$ cat src/rtl/ifetch_unit_if.sv
// Fetch-side bundle: instruction memory port, redirect and ID handshake.
interface ifetch_unit_if;
    logic        imem_req;
    logic [31:0] imem_addr;
    logic [31:0] imem_rdata;
    logic        redirect;
    logic [31:0] redirect_target;
    logic        id_valid;
    logic        id_ready;
    logic [31:0] Instruction;
    logic [31:0] id_pc;
    logic [31:0] id_pc_plus4;

    modport master (
        output imem_req, imem_addr,
        input  imem_rdata,
        input  redirect, redirect_target,
        output id_valid, Instruction, id_pc, id_pc_plus4,
        input  id_ready
    );

    modport slave (
        input  imem_req, imem_addr,
        output imem_rdata,
        output redirect, redirect_target,
        input  id_valid, Instruction, id_pc, id_pc_plus4,
        output id_ready
    );
endinterface

$ cat src/rtl/ifetch_unit.sv
// Instruction fetch front end: fetch PC, one-deep request pipe and a
// credit-limited FIFO feeding decode over a valid/ready handshake.
module ifetch_unit #(
    parameter logic [31:0] RESET_PC = 32'h0000_0000,
    parameter int          DEPTH    = 2
) (
    input logic           clk,
    input logic           reset,
    ifetch_unit_if.master bus
);
    localparam int          PW  = $clog2(DEPTH);
    localparam int          CW  = PW + 1;
    localparam logic [31:0] NOP = 32'h0000_0013;

    logic [31:0]   pc_q, pc_d;
    logic          inflight_q, inflight_d;
    logic [31:0]   req_pc_q, req_pc_d;
    logic [PW-1:0] rd_q, rd_d;
    logic [PW-1:0] wr_q, wr_d;
    logic [CW-1:0] count_q, count_d;
    logic [31:0]   last_pc_q;
    logic [31:0]   data_q [DEPTH];
    logic [31:0]   dpc_q  [DEPTH];

    logic        valid, pop, push, issue;
    logic [CW:0] occ;
    logic [31:0] instr, cur_pc;

    always_comb begin
        valid  = (count_q != '0);
        instr  = valid ? data_q[rd_q] : NOP;
        cur_pc = valid ? dpc_q[rd_q] : last_pc_q;
        pop    = valid && bus.id_ready && !bus.redirect;
        push   = inflight_q && !bus.redirect;
        // Credit check counts the word in flight and a slot freed by pop.
        occ    = {1'b0, count_q}
               + {{CW{1'b0}}, inflight_q}
               - {{CW{1'b0}}, pop};
        issue  = !reset && !bus.redirect && (occ < (CW+1)'(DEPTH));
    end

    assign bus.id_valid    = valid;
    assign bus.Instruction = instr;
    assign bus.id_pc       = cur_pc;
    assign bus.id_pc_plus4 = cur_pc + 32'd4;
    assign bus.imem_req    = issue;
    assign bus.imem_addr   = pc_q;

    always_comb begin
        pc_d       = pc_q;
        inflight_d = issue;
        req_pc_d   = req_pc_q;
        rd_d       = rd_q;
        wr_d       = wr_q;
        count_d    = count_q;
        if (bus.redirect) begin
            pc_d       = {bus.redirect_target[31:2], 2'b00};
            inflight_d = 1'b0;
            rd_d       = '0;
            wr_d       = '0;
            count_d    = '0;
        end else begin
            if (issue) begin
                pc_d     = pc_q + 32'd4;
                req_pc_d = pc_q;
            end
            if (pop) rd_d = rd_q + PW'(1);
            if (push) wr_d = wr_q + PW'(1);
            count_d = count_q + CW'(push) - CW'(pop);
        end
    end

    always_ff @(posedge clk) begin
        if (reset) begin
            pc_q       <= RESET_PC;
            inflight_q <= 1'b0;
            req_pc_q   <= RESET_PC;
            rd_q       <= '0;
            wr_q       <= '0;
            count_q    <= '0;
            last_pc_q  <= RESET_PC;
        end else begin
            pc_q       <= pc_d;
            inflight_q <= inflight_d;
            req_pc_q   <= req_pc_d;
            rd_q       <= rd_d;
            wr_q       <= wr_d;
            count_q    <= count_d;
            last_pc_q  <= cur_pc;
        end
    end

    // Storage needs no reset: count gates every read.
    always_ff @(posedge clk) begin
        if (push) begin
            data_q[wr_q] <= bus.imem_rdata;
            dpc_q[wr_q]  <= req_pc_q;
        end
    end
endmodule
$ cat src/flat_wrapper.sv
// flat-port wrapper written by rule: the top's interface ports become plain ports
module ifetch_unit_flat 
#(
    parameter logic [31:0] RESET_PC = 32'h0000_0000,
    parameter int          DEPTH    = 2
)
  (clk, reset, bus_imem_req, bus_imem_addr, bus_imem_rdata, bus_redirect, bus_redirect_target, bus_id_valid, bus_Instruction, bus_id_pc, bus_id_pc_plus4, bus_id_ready);
  ifetch_unit_if bus_i ();
  input logic clk;
  input logic reset;
  output wire logic [$bits(bus_i.imem_req)-1:0] bus_imem_req;
  output wire logic [$bits(bus_i.imem_addr)-1:0] bus_imem_addr;
  input wire logic [$bits(bus_i.imem_rdata)-1:0] bus_imem_rdata;
  input wire logic [$bits(bus_i.redirect)-1:0] bus_redirect;
  input wire logic [$bits(bus_i.redirect_target)-1:0] bus_redirect_target;
  output wire logic [$bits(bus_i.id_valid)-1:0] bus_id_valid;
  output wire logic [$bits(bus_i.Instruction)-1:0] bus_Instruction;
  output wire logic [$bits(bus_i.id_pc)-1:0] bus_id_pc;
  output wire logic [$bits(bus_i.id_pc_plus4)-1:0] bus_id_pc_plus4;
  input wire logic [$bits(bus_i.id_ready)-1:0] bus_id_ready;
  assign bus_imem_req = bus_i.imem_req;
  assign bus_imem_addr = bus_i.imem_addr;
  assign bus_i.imem_rdata = bus_imem_rdata;
  assign bus_i.redirect = bus_redirect;
  assign bus_i.redirect_target = bus_redirect_target;
  assign bus_id_valid = bus_i.id_valid;
  assign bus_Instruction = bus_i.Instruction;
  assign bus_id_pc = bus_i.id_pc;
  assign bus_id_pc_plus4 = bus_i.id_pc_plus4;
  assign bus_i.id_ready = bus_id_ready;
  ifetch_unit #(.RESET_PC(RESET_PC), .DEPTH(DEPTH)) u_core (.clk(clk), .reset(reset), .bus(bus_i));
endmodule
$ cat config.mk
export PLATFORM = sky130hd
export DESIGN_NAME = ifetch_unit_flat
export DESIGN_NICKNAME = d
export VERILOG_FILES = /design/src/rtl/ifetch_unit_if.sv /design/src/rtl/ifetch_unit.sv /design/src/flat_wrapper.sv
export SDC_FILE = /design/constraint.sdc
export NUM_CORES = 1
export LEC_CHECK = 0
export BUFFER_PORTS_ARGS = -buffer_cell sky130_fd_sc_hd__buf_4
export CAP_MARGIN = 10
export CORE_MARGIN = 2
export CORE_UTILIZATION = 55
export CTS_CLUSTER_DIAMETER = 150
export DETAILED_ROUTE_END_ITERATION = 8
export MAX_ROUTING_LAYER = met4
export PLACE_DENSITY = 0.82
export SLEW_MARGIN = 20
export SYNTH_ARGS = -nofsm -noshare
export SYNTH_HDL_FRONTEND = slang
export SYNTH_SLANG_ARGS = --single-unit
$ cat constraint.sdc
create_clock -name clk -period 8.8 [get_ports clk]
set_input_delay 2.64 -clock clk [delete_from_list [all_inputs] [get_ports clk]]
set_output_delay 2.64 -clock clk [all_outputs]
set_load 0.02 [all_outputs]
Word-level counts from Yosys, hierarchy flattened
Memories as Yosys holds them, arrays and structs flattened. A register that Yosys moved wholly into a read port is not among the register bits. Index checks and enable logic that the tools add are counted.

Memories: 2. Memory bits (writable): 128. Output and inout port bits: 130. Word-level logic and storage cells: 41. Register bits after elaboration: 101.

Memories: u_core.data_q (depth 2, bits a word 32, read ports 1, clocked after Yosys merged registers in 1, write ports 1, RTL line ifetch_unit.sv:22) `logic [31:0] data_q [DEPTH];`; u_core.dpc_q (depth 2, bits a word 32, read ports 1, clocked after Yosys merged registers in 1, write ports 1, RTL line ifetch_unit.sv:23) `logic [31:0] dpc_q [DEPTH];`.

Add/subtract/negate cells: 8. Bitwise operators: 1. Reduce and logical (&&, ||, !) cells: 11. Mux-type cells: 10. $lt $le $gt $ge: 1.

Operators by type and width (count): two-way mux 32 bit (4); adder 32 x 3 -> 32 bit, second input constant (2); two-way mux 1 bit (6); logical AND 1 bit (5); nonzero test 2 bit (2); adder 2 x 1 -> 3 bit (1); < comparator 3 x 2 -> 1 bit, second input constant (1); subtractor 3 x 1 -> 3 bit (1); adder 1 bit, second input constant (2); adder 2 x 1 -> 2 bit (1); logical NOT 1 bit (2); AND reduction 2 bit (1); OR reduction 2 bit (1); subtractor 2 x 1 -> 2 bit (1); inverter 1 bit (1).

Logic depth before layout (Yosys ltp)
Gate-level depths: netlist of the first run.

Depth in word-level cells: 8. Mapped depth: 18. Gate-level depth less buffers: 14.

Worst setup path after synthesis of the first run
OpenSTA, ideal clock, no wires.

Path kind: input to output. Start: in bus_redirect. End: out bus_imem_req. Data required time: 6.160 ns. Path buffers: 4. Data arrival time: 5.334 ns. Stages: 11. Path slack: 0.826 ns. Cells stage by stage: clkbuf_1 > clkbuf_1 > nor2_1 > ha_1 > nand2b_1 > fa_1 > xnor2_1 > nand3_1 > clkinv_1 > clkbuf_1 > buf_1.

Word-level cells in the longest chain between the ends: 5.

RTL lines: start: declaration (RTL line flat_wrapper.sv:14) `input wire logic [$bits(bus_i.redirect)-1:0] bus_redirect;`; logical NOT 1 bit (RTL line ifetch_unit.sv:33) `pop = valid && bus.id_ready && !bus.redirect;`; logical AND 1 bit (RTL line ifetch_unit.sv:33); named net u_core.pop (RTL line ifetch_unit.sv:25) `logic valid, pop, push, issue;`; subtractor 3 x 1 -> 3 bit (RTL line ifetch_unit.sv:38) `- {{CW{1'b0}}, pop};`; < comparator 3 x 2 -> 1 bit (RTL line ifetch_unit.sv:39) `issue = !reset && !bus.redirect && (occ < (CW+1)'(DEPTH));`; logical AND 1 bit (RTL line ifetch_unit.sv:39); end: declaration (RTL line flat_wrapper.sv:11) `output wire logic [$bits(bus_i.imem_req)-1:0] bus_imem_req;`.

The timed path passes the listed nets, and every way through them passes these cells.

Final worst setup path of the first run
Ends and elaborated chain as after synthesis.

==> run summary, run 1 <==
The run finished with clean final reports. The switching power summed over all nets came out at 0.5105 mW. Walking the worst path, the cells encountered are buf_4, nor2_1, ha_1, nand2b_1, fa_1, xnor2_1, nand3_2, clkinv_1, buf_4. The first routing iteration left 420 violations. The area growth from synthesis to layout is 24.33%. The placed instances occupy a cell area of 10,990 um2. Once detail routing completed, the nets flagged for antenna violations numbered 0.

In this run the worst hold path is classified as reg -> reg. The critical path ends at bus_imem_req. The tools report the number of H-tree levels as 1. Endpoint of the worst-slack reg-to-reg timing path: u_core.bus.imem_addr[22].

The logs give 0 for the number of pins with negative max-slew slack in the final report and 47 for the number of placement rows. The largest single stage delay on the critical path is 0.46 ns. The synthesized design devotes to its leading area cell type 39.46% of total area. The data arrival time of the worst path is 4.72 ns.

The worst max-slew margin expressed relative to the limit is 41.61%. The critical path in this run is classified as in -> out. The clock net in this run drives a total of 222 sinks. After clock tree synthesis, the repair step resized 0 gates. Across every metal layer, demand over resource in global routing totals 23.05%. The tools report the cell-internal power as 1.764 mW. The logs give 18,220 um2 for the area enclosed by the die boundary and 0.8685 for the final weighted congestion in routability-driven placement. For the fmax, the log shows 135.9 MHz. The netlist uses 51 different library cells. The depth of the most critical reg-to-reg path works out to 14. The setup skew after layout was 0.01510 ns. In this run, flip-flops and latches consume 50.2% of the power. Minimum period implied by the final worst setup slack: 7.358 ns. The largest fanout on the critical path was 47. The routed wire length per instance was 16.50 um; the data required time of the critical path was 6.16 ns.

The initial antenna violation count was 0. TritonCTS built the clock tree. The count of buffers from port buffering is 193.

The dominant cell type by count on the critical path was buf_4. Clock-pin slew was measured on the worst setup and hold paths at 0.06 ns. The number of stages on the worst setup path was 9; the DRC violations left was 0. For flop-to-flop paths, the worst setup slack is 4.18 ns. The worst setup path is captured at a primary output. The most critical setup path has its startpoint at bus_redirect. The synthesized netlist occupies a cell area of 9437 um2.

Broken down by cell family, the worst path's largest delay share belongs to adder cells. The via-per-instance ratio works out to 5.505. The fraction of the cycle the final worst path needs was 83.61%. After clock tree synthesis, the setup repair step added 0 buffers.

The power per cell area came out at 193.9 nW/um2. Synthesis produced a netlist whose cell count is 862. In this run the standard cell core region covers 16,700 um2.

In the post-synthesis netlist, the biggest area contributors are edfxtp_1 (39%), dfxtp_1 (21%), mux2i_1 (6.6%). The least setup slack across all paths after layout is 1.442 ns. The tools report the summed area of non-filler cells in the final layout as 11,730 um2. The critical path launch point type was an input pin.

Setup repair after global routing left no endpoint under its margin. The count of state elements after synthesis works out to 222. Setup violations remaining at the end of the flow were counted as 0. After clock tree synthesis, the flow added hold-fix buffers numbering 0.

The slowest stage of the critical path is the fa_1 cell. In this run the horizontal extent of the chip is 135.0 um. The fraction of power consumed by the clock network is 41.2%. In this run the count of I/O pins placed on the die edge is 198.

Yosys printed 0 warnings. After routing, the total negative slack on setup checks comes to 0 ns. The total routed wirelength is 20.97 mm, and the post-synthesis async set-or-reset flop share is 0%. Net switching is 22.45% of the power.

The top cell type by total area after synthesis is edfxtp_1. Detailed routing inserted a total of 6,997 vias. Across the run, the number of max-cap violations was 0. At the later pin of the worst-skew pair, clock insertion delay measures 0.50 ns. The logs give 0 for the number of antenna diodes and 3 for the maximum clock path buffer count. The average size of a mapped cell was 10.95 um2. The total buffers and inverters traversed by the critical path is 3. The floorplan step set the die height to 135.0 um. Summed over all layers, the global routing overflow is 0.

The cell sitting at the root of the clock tree is a clkbuf_16. Number of nets in the layout: 1,109. IR analysis of the VDD net gives a maximum drop of 0.0001490 V. The number of enable flip-flop cells after synthesis was 124; the wire length of the first global-routing pass was 32.82 mm. The part of the total power dissipated in combinational logic was 8.5%; the share of final-layout standard cells stronger than drive strength 1 was 25.21%.

The run gives 13.54 mm as the half-perimeter wire length after detailed placement. The number of inserted filler cells in the final layout came out at 1,231. The startpoint identified for the worst register-to-register timing path is u_core.count_q[1]. The number of clock buffers added by TritonCTS is 22. The largest net degree at the start of global routing was 62; the setup slack at placement was 1.483 ns.

The tools report the cell leakage power as 4.572 nW. The tools report the starting density of the core as 56.50%. The number of endpoints with negative hold slack in the final report is 0, and the sequential cell area fraction in the yosys report is 60.25%.

The total iterations of the first detailed-routing run was 5. For the via count of the first global-routing pass, the log shows 6,415. The flip-flop cell with the highest count after synthesis was edfxtp_1. For the pin with the worst max-slew slack, the measured transition is 0.8727 ns.
cells in the final DEF (no fill, tap or decap), types with 5 or more instances in the layout:
cell type  netlist  final
buf_4            8    200
edfxtp_1       124    124
nand2_1        105    105
dfxtp_1         98     97
nor2_1          89     89
a21oi_1         65     65
mux2i_1         62     62
inv_1           39     39
xnor2_1         27     27
clkbuf_16        0     24
nor3_1          24     23
o21ai_0         20     20
mux2_2          16     16
nand3_1         16     15
a31oi_1         12     12
nor2b_1         11     11
nand4_1         10     10
and3_1           9      9
nor4_1           7      7
or3_1            6      6
nor4_2           6      6
xor2_1           6      6
and2_1           6      5
ha_1             5      5
clkbuf_1        32      5
how the worst min path moves through the flow:
stage	start	to	slack [ns]	depth (start not counted)
2_1_floorplan	u_core.req_pc_q[10]	u_core.dpc_q[0][10]	0.43	0
3_3_place_gp	u_core.req_pc_q[30]	u_core.dpc_q[0][30]	0.43	0
3_5_place_dp	u_core.req_pc_q[2]	u_core.dpc_q[0][2]	0.44	0
4_1_cts	u_core.req_pc_q[2]	u_core.dpc_q[0][2]	0.46	0
5_1_grt	u_core.req_pc_q[16]	u_core.dpc_q[0][16]	0.47	0
6_report	u_core.req_pc_q[4]	u_core.dpc_q[0][4]	0.46	0
flip-flops by register name, indices dropped and copies added (netlist names), named ones only:
name                  count
u_core.bus.imem_addr     30
u_core.count_q            2
u_core.data_q            64
u_core.dpc_q             60
u_core.inflight_q         1
u_core.last_pc_q         32
u_core.rd_q               1
u_core.req_pc_q          30
u_core.wr_q               1
cells by family (layout without fill, tap and decap cells):
kind of cell	after synthesis	count (layout)	share of synthesized area [%]
simple gates	305	305	15.45
flops	222	222	60.25
compound gates	124	124	7.597
buf+inv	93	281	4.243
mux	78	78	8.486
xor+xnor	33	33	3.063
fa+ha+maj	6	6	0.8751
other cells	1	2	0.03974
synth_stat cells (7+ instances only):
library cell  instances
a21oi_1              65
a31oi_1              12
and3_1                9
buf_1                 7
buf_4                 8
clkbuf_1             32
dfxtp_1              98
edfxtp_1            124
inv_1                39
mux2_2               16
mux2i_1              62
nand2_1             105
nand3_1              16
nand4_1              10
nor2_1               89
nor2b_1              11
nor3_1               24
nor4_1                7
o21ai_0              20
xnor2_1              27
cell type report:
cell class / count / area [um2] / area share (%)
clock buffer: 34 / 681.9 / 5.812
clock inverter: 6 / 62.56 / 0.5332
inverter: 41 / 156.4 / 1.333
multi-input combinational: 548 / 3366 / 28.69
sequential: 222 / 5689 / 48.49
tap: 220 / 275.3 / 2.346
timing repair buffer: 200 / 1501 / 12.80
stage by stage:
stage	instances	total power [mW]	hold slack, ns	util [%]
6_report	1271	2.275	0.4564	70.25
5_1_grt	1271	2.354	0.4653	70.25
4_1_cts	1271	2.288	0.4567	70.25
3_5_place_dp	1231	1.357	0.4431	65.79
3_3_place_gp	1231	1.353	0.4316	65.79
2_1_floorplan	863	1.272	0.4254	-
routing by layer:
metal	wire [um]	global-route usage [%]	vias up
met5	0	-	-
met3	2028	4.092	36
met4	427	6.597	0
li1	-	-	3372
met1	8734	30.73	3262
met2	9784	36.66	327
power by group through the flow:
stage          logic [mW]  clock network (mW)  registers (mW)
2_1_floorplan       0.104                   0            1.17
3_3_place_gp        0.190                   0            1.16
3_5_place_dp        0.193                   0            1.16
4_1_cts             0.195               0.952            1.14
5_1_grt             0.209                1.00            1.15
6_report            0.194               0.938            1.14
worst reg2reg max path, cell delays in order, from the launching register on:
cell and delay (ns):
dfxtp_1 0.50, nor2_8 0.64, inv_4 0.35, nand2_1 0.21, nor2_1 0.08, ha_1 0.31
nand2b_1 0.18, fa_1 0.46, xnor2_1 0.16, nand3_2 0.12, clkinv_1 0.12, buf_4 0.30
nor2_1 0.74, o21ai_0 0.22, a31oi_1 0.19
Note: power is estimated with default switching activity, not from simulation.
==> run 2: changes to the inputs <==
Clock period 8.8 ns to 7.7 ns, I/O delays scaled along.
==> run 2 against run 1 <==
Via count is 0.49% higher. First-iteration DRC count is 15% higher. Clock skew is 0.0072 ns lower. Combinational power is 14% higher. Critical path depth is 3 higher. Wire length is 1.3% higher. Cell count stayed put. Die area stayed put. Global-route usage is 0.56 points higher. Highest routed layer unchanged. Largest cell class unchanged.
==> run summary, run 2 (synthesized netlist as in run 1, its figures left out) <==
The number of pins with negative max-slew slack in the final report is 0 (unchanged). The signal on the critical path passes through nor2_8, inv_4, mux2i_1, inv_1, ha_1, inv_1, a211o_1, nor3_1, nand4_1, nor3_1, xnor2_1, buf_4. The worst vdd rail ir drop is 0.0001360 V (-8.7%). The worst register-to-register path ends at u_core.bus.imem_addr[22].

The number of placement rows is 47 (unchanged). STA classifies the critical path endpoint as a primary output. Half-perimeter wire length after detailed placement: 13.97 mm (+3.1%). The run gives 481 (+15%) as the number of DRC markers in iteration 0.

The least setup slack across all paths after layout is 0.9715 ns (-0.4708 ns), and the power per cell area is 216.4 nW/um2 (+12%). Total via count after detailed routing: 7,031 (+0.49%). The number of inserted filler cells in the final layout was 1,202 (-2.4%); the switching part of the total was 22.89% (+0.44 points). The number of sinks handled by clock tree synthesis was 222 (unchanged); the cell-internal power was 1.948 mW (+10%). The routed wire length per instance is 16.72 um (+1.3%), and the core area is 16,700 um2 (unchanged).

The number of top-level pins is 198 (unchanged). The via count of the first global-routing pass was 6,594 (+2.8%); the largest fanout on the critical path was 50 (+6.4%). The transition time at the pin with the least slew margin came out at 0.9965 ns (+0.1238 ns). The slowest stage of the critical path is the nor2_8 cell. The share of final-layout standard cells stronger than drive strength 1 was 25.12% (-0.095 points); the final setup violation count was 0 (unchanged). In the layout the commonest cells are buf_4 (200), edfxtp_1 (124), nand2_1 (105). The setup slack at placement is 1.329 ns (-0.1543 ns), and the total instance count after detailed placement is 1,231 (unchanged). The sum of negative setup slack is 0 ns (unchanged), and the area enclosed by the die boundary is 18,220 um2 (unchanged). The non-filler instance count after layout was 1,271 (unchanged); the count of buffers from port buffering was 193 (unchanged).

The worst hold margin came out at 0.4548 ns (-0.001582 ns). The depth of the most critical reg-to-reg path is 14 (unchanged). The number of maximum-capacitance constraint violations is 0 (unchanged).

The tools report the largest net degree at the start of global routing as 97 (+56%). The start point of the critical path was u_core.count_q[1]. Maximum clock path buffer count: 3 (unchanged). The total routed wirelength was 21.25 mm (+1.3%).

The logs give 33.57% (-8.0 points) for the worst max-slew margin expressed relative to the limit and 22 (unchanged) for the number of buffers inserted during clock tree synthesis. The number of endpoints with negative hold slack in the final report was 0 (unchanged); the initial antenna violation count was 0 (unchanged). Count of hold buffers inserted by post-cts repair: 0 (unchanged). The post-CTS setup-driven buffer insertion count came out at 0 (unchanged). The setup skew after layout is 0.007926 ns (-0.007171 ns).

For this run, the top clock speed supported by timing is 148.6 MHz. For the number of nets in the layout, the log shows 1,109 (unchanged). The number of H-tree levels is 1 (unchanged), and the via-per-instance ratio is 5.532 (+0.49%).

More flip-flops sit in one register than any other, and that register is u_core.data_q. Starting density of the core: 56.50% (unchanged). The delay of the slowest cell on the worst path is 0.65 ns (+0.19 ns), and the switching power summed over all nets is 0.5781 mW (+13%). Counting I/O delays and the setup requirement, the final critical path takes 6.728 ns. For the number of gates resized after cts, the log shows 0 (unchanged). The most frequent standard cell in the layout excluding fill and tap cells was buf_4.

The share of power burned in registers came out at 51.7% (+1.5 points). Setup repair after global routing left no endpoint under its margin. The run gives 0 (unchanged) as the DRC violations left.

The final weighted congestion in routability-driven placement came out at 0.8472 (-2.5%). The worst setup path is of the reg -> out kind. The run gives 39.5% (-1.7 points) as the fraction of power consumed by the clock network. Clock tree synthesis selected as its root buffer the cell clkbuf_16. Wire length of the first global-routing pass: 33.62 mm (+2.4%). The data arrival time of the worst path is 4.42 ns (-0.30 ns), and the clock transition time at the flip-flop clock pins of the worst setup and hold paths is 0.06 ns (about the same).

Clock latency on the worst-skew pair: 0.50 ns (about the same). The most critical setup path has its endpoint at bus_id_pc_plus4[20]. The largest registers in the layout are u_core.data_q x64, u_core.dpc_q x60, u_core.last_pc_q x32.

The remaining global-route overflow was 0 (unchanged); the data required time of the critical path was 5.39 ns (-0.77 ns). For the total power after layout, the log shows 2.526 mW (+11%). The number of flip-flops in the largest register came out at 64 (unchanged). The chip width was 135.0 um (unchanged).

The run gives 0 (unchanged) as the number of nets with antenna violations after detailed routing. Of the available clock period, the critical path in the final layout requires 87.38%. The flow ran to the end, and the final reports show no timing, DRC or antenna violations. TritonCTS built the clock tree. The y dimension of the die is 135.0 um (unchanged), and the number of antenna diodes is 0 (unchanged).

The part of the total power dissipated in combinational logic was 8.8% (+0.3 points). The run gives 4.549 nW (-0.50%) as the cell leakage power. The worst reg-to-reg setup slack was 2.97 ns (-1.21 ns). The run gives 5 (unchanged) as the total iterations of the first detailed-routing run. The worst hold path belongs to the class reg -> reg. The worst setup path is launched from a register.

Synthesis-to-layout area growth: 23.65%. The startpoint identified for the worst register-to-register timing path is u_core.count_q[1]. Total global routing track utilization: 23.62% (+0.56 points).
## run 2: changes by cell type in the layout (fill, tap and decap cells not counted), sizes merged
cell | before | now
clkinv | 3 | 8
clkbuf | 34 | 32
bufinv | 1 | 0
clkinvlp | 2 | 1
inv | 41 | 40
## run 2: worst min path at each step
stage | startpoint | endpoint | slack [ns] | cells after the start
after floorplan | u_core.req_pc_q[10] | u_core.dpc_q[0][10] | 0.43 | 0
after global placement | u_core.req_pc_q[30] | u_core.dpc_q[1][30] | 0.43 | 0
after detailed placement | u_core.req_pc_q[30] | u_core.dpc_q[0][30] | 0.44 | 0
after CTS | u_core.req_pc_q[8] | u_core.dpc_q[1][8] | 0.46 | 0
after global routing | u_core.req_pc_q[13] | u_core.dpc_q[0][13] | 0.47 | 0
final | u_core.req_pc_q[3] | u_core.dpc_q[0][3] | 0.45 | 0
## run 2: critical path, delay by kind of cell, from the launching register on
kind                     cells  cell delay [ns]
AO/OA/AOI/OAI                1             0.24
XOR/XNOR                     1             0.17
adder cells (fa/ha/maj)      1             0.22
buffers and inverters        4             0.70
flip-flops                   1             0.50
multiplexers                 1             0.26
AND/OR/NAND/NOR              4             1.80
## run 2: through the flow
stage	instance area (um2)	utilization [%]
2_1_floorplan	9440	-
3_3_place_gp	10990	65.79
3_5_place_dp	10990	65.79
4_1_cts	11670	69.87
5_1_grt	11670	69.87
6_report	11670	69.87
## run 2: power groups by stage
stage	logic, mW	registers, mW	clock network (mW)
2_1_floorplan	0.119	1.33	0
3_3_place_gp	0.217	1.33	0
3_5_place_dp	0.222	1.33	0
4_1_cts	0.223	1.31	1.01
5_1_grt	0.241	1.31	1.06
6_report	0.222	1.31	0.997
## run 2: routing by layer
layer  vias up  global-route usage (%)  share of wire [%]
li1       3371                       -                  -
met1      3335                   31.48                 43
met2       297                   37.54                 47
met3        28                   4.505                8.8
met4         0                   6.308                1.4
met5         -                       -                  0
## run 2: area by class of cell
| cell class | instances | area, um2 | share of cell area [%] |
|---|---|---|---|
| Sequential cell | 222 | 5689 | 48.76 |
| Multi-Input combinational cell | 548 | 3366 | 28.84 |
| Timing Repair Buffer | 200 | 1501 | 12.87 |
| Clock buffer | 32 | 639.4 | 5.479 |
| Tap cell | 220 | 275.3 | 2.359 |
| Inverter | 41 | 156.4 | 1.340 |
| Clock inverter | 8 | 41.29 | 0.3538 |
==> run 3: changes to the inputs <==
Settings changed: PLACE_DENSITY 0.82 to 0.91.
==> run 3 against run 2 <==
Clock power is essentially flat. Core utilization is essentially flat. Sequential power about the same. Design area barely moved. Count of clock-buffer cells in the layout stayed put. Register-to-register slack improved by 0.05 ns. Total power about the same. Die area stayed put. Clock skew up 0.0081 ns. Critical endpoint is now bus_id_pc_plus4[28]. Largest cell class unchanged.
==> run summary, run 3 (synthesized netlist as in run 1, its figures left out) <==
The tools report the non-filler instance count after layout as 1,270 (-0.079%). For the number of inserted filler cells in the final layout, the log shows 1,179 (-1.9%). The total buffers and inverters traversed by the critical path is 4 (unchanged), and the number of endpoints with negative hold slack in the final report is 0 (unchanged). The cell-internal power was 1.955 mW (+0.41%); the count of buffers from port buffering was 193 (unchanged).

Total routed wirelength: 20.71 mm (-2.5%). Traced cell by cell, the critical path runs through nor2_8, inv_4, mux2i_1, inv_1, ha_1, inv_1, a211o_1, nor3_1, nand4_1, nor4_1, xor2_1, buf_4. The total iterations of the first detailed-routing run was 6 (+1); the chip width was 135.0 um (unchanged). The worst vdd rail ir drop is 0.0001516 V (+11%), and the number of top-level pins is 198 (unchanged). The core occupancy in the finished layout is 69.84% (about the same). The total instance count after detailed placement is 1,231 (unchanged), and the sum of negative setup slack is 0 ns (unchanged).

The routed wire length per instance was 16.31 um (-2.5%); the y dimension of the die was 135.0 um (unchanged). The total via count after detailed routing was 7,005 (-0.37%). The run gives 0 (unchanged) as the post-CTS setup-driven buffer insertion count. The tools report the number of maximum-capacitance constraint violations as 0 (unchanged).

The path class of the tightest hold or removal check is reg -> reg. The tools report the share of power burned in registers as 51.7% (about the same). The number of sinks handled by clock tree synthesis is 222 (unchanged), and the least setup slack across all paths after layout is 1.035 ns (+0.06336 ns).

The area enclosed by the die boundary is 18,220 um2 (unchanged), and the clock latency on the worst-skew pair is 0.50 ns (about the same). The fraction of the cycle the final worst path needs is 86.56% (-0.82 points), and the part of the total power dissipated in combinational logic is 8.7% (about the same). Ranked by flip-flop count, first place goes to u_core.data_q.

The power per cell area works out to 216.7 nW/um2 (+0.13%). The number of flip-flops in the largest register was 64 (unchanged). For the number of buffers inserted during clock tree synthesis, the log shows 22 (unchanged). The largest registers in the layout are u_core.data_q x64, u_core.dpc_q x60, u_core.last_pc_q x32. For the remaining global-route overflow, the log shows 0 (unchanged). The via-per-instance ratio was 5.516 (-0.29%); the clock transition time at the flip-flop clock pins of the worst setup and hold paths was 0.06 ns (about the same). The logs give 16,700 um2 (unchanged) for the core area and 39.6% (about the same) for the fraction of power consumed by the clock network. The number of gates resized after cts is 0 (unchanged), and the half-perimeter wire length after detailed placement is 13.41 mm (-4.0%). The worst setup path is launched from a register. The maximum clock path buffer count came out at 3 (unchanged). The run gives 1,109 (unchanged) as the number of nets in the layout. The share of final-layout standard cells stronger than drive strength 1 is 24.86% (-0.26 points). The synthesis-to-layout area growth is 23.60% (about the same). The cell family contributing the most delay on the critical path was simple AND/OR/NAND/NOR gates. The final weighted congestion in routability-driven placement was 0.8776 (+3.6%); the cell leakage power was 4.536 nW (-0.28%). Worst max-slew margin expressed relative to the limit: 32.64% (-0.93 points). The worst setup path is captured at a primary output. Leaving out fill and tap cells, the most frequent cell in the layout is buf_4. The number of nets with antenna violations after detailed routing was 0 (unchanged).

The final setup violation count was 0 (unchanged); the total global routing track utilization was 22.79% (-0.83 points). For the data arrival time of the worst path, the log shows 4.36 ns (-0.06 ns). Setup slack at placement: 1.239 ns (-0.08969 ns). TritonCTS built the clock tree. The transition time at the pin with the least slew margin is 1.010 ns (+0.01390 ns). The initial antenna violation count came out at 0 (unchanged).

The total power after layout came out at 2.528 mW (about the same). The largest fanout on the critical path came out at 50 (unchanged). The fmax was 150.0 MHz (+0.95%). The cell with the biggest individual delay on the critical path is nor2_8. Via count of the first global-routing pass: 6,570 (-0.36%). The number of H-tree levels was 1 (unchanged).

The root buffer cell chosen for the clock tree is clkbuf_16. The delay of the slowest cell on the worst path is 0.61 ns (-0.04 ns). For the DRC violations left, the log shows 0 (unchanged). Leaving out fill and tap cells, the most frequent cells in the layout are buf_4 (200), edfxtp_1 (124), nand2_1 (105). For the number of pins with negative max-slew slack in the final report, the log shows 0 (unchanged). The data required time of the critical path was 5.39 ns (about the same); the starting density of the core was 56.50% (unchanged).

The dominant cell type by count on the critical path is inv_1. The minimum period implied by the final worst setup slack was 6.665 ns (-0.06336 ns). The run gives 470 (-2.3%) as the number of DRC markers in iteration 0. Setup repair after global routing left no endpoint under its margin. The setup skew after layout was 0.01598 ns (+0.008052 ns); the number of placement rows was 47 (unchanged). The run finished with clean final reports. The largest net degree at the start of global routing came out at 97 (unchanged).

The category of the critical setup timing path was reg -> out. The switching power summed over all nets was 0.5723 mW (-1.0%). Count of hold buffers inserted by post-cts repair: 0 (unchanged). The wire length of the first global-routing pass was 32.40 mm (-3.6%); the number of antenna diodes was 0 (unchanged). The switching part of the total is 22.64% (-0.25 points).
==> run 3: cell type report <==
class | count | area, um2 | share of cell area, %
Clock buffer | 32 | 609.3 | 5.224
Tap cell | 220 | 275.3 | 2.360
Multi-Input combinational cell | 548 | 3366 | 28.86
Sequential cell | 222 | 5689 | 48.78
Timing Repair Buffer | 200 | 1501 | 12.87
Inverter | 41 | 156.4 | 1.341
Clock inverter | 7 | 66.31 | 0.5685
==> run 3: power by group through the flow <==
stage | Sequential, mW | Combinational (mW) | Clock [mW]
4_1_cts | 1.31 | 0.221 | 1.02
2_1_floorplan | 1.33 | 0.119 | 0
3_3_place_gp | 1.33 | 0.216 | 0
3_5_place_dp | 1.33 | 0.220 | 0
6_report | 1.31 | 0.221 | 1.00
5_1_grt | 1.31 | 0.238 | 1.07
==> run 3: worst paths after layout <==
check	startpoint	to	slack, ns	cells past startpoint
max	u_core.count_q[1]	bus_id_pc_plus4[28]	1.03	12
min	u_core.req_pc_q[20]	u_core.dpc_q[0][20]	0.45	0
max reg2reg	u_core.count_q[1]	u_core.bus.imem_addr[22]	3.02	14
min reg2reg	u_core.req_pc_q[20]	u_core.dpc_q[0][20]	0.45	0
==> run 3: layer usage <==
layer	global-route usage, %	part of all wire [%]	vias to the layer above
met5	-	0	-
met3	3.866	8.6	15
met1	29.99	42	3315
met2	37.70	48	308
met4	4.630	0.91	0
li1	-	-	3367
==> run 3: stage by stage <==
step                      instance area [um2]  hold WS, ns
after floorplan                          9440       0.4254
after global placement                  10990       0.4321
after detailed placement                10990       0.4378
after CTS                               11660       0.4541
after global routing                    11660       0.4659
final                                   11660       0.4521
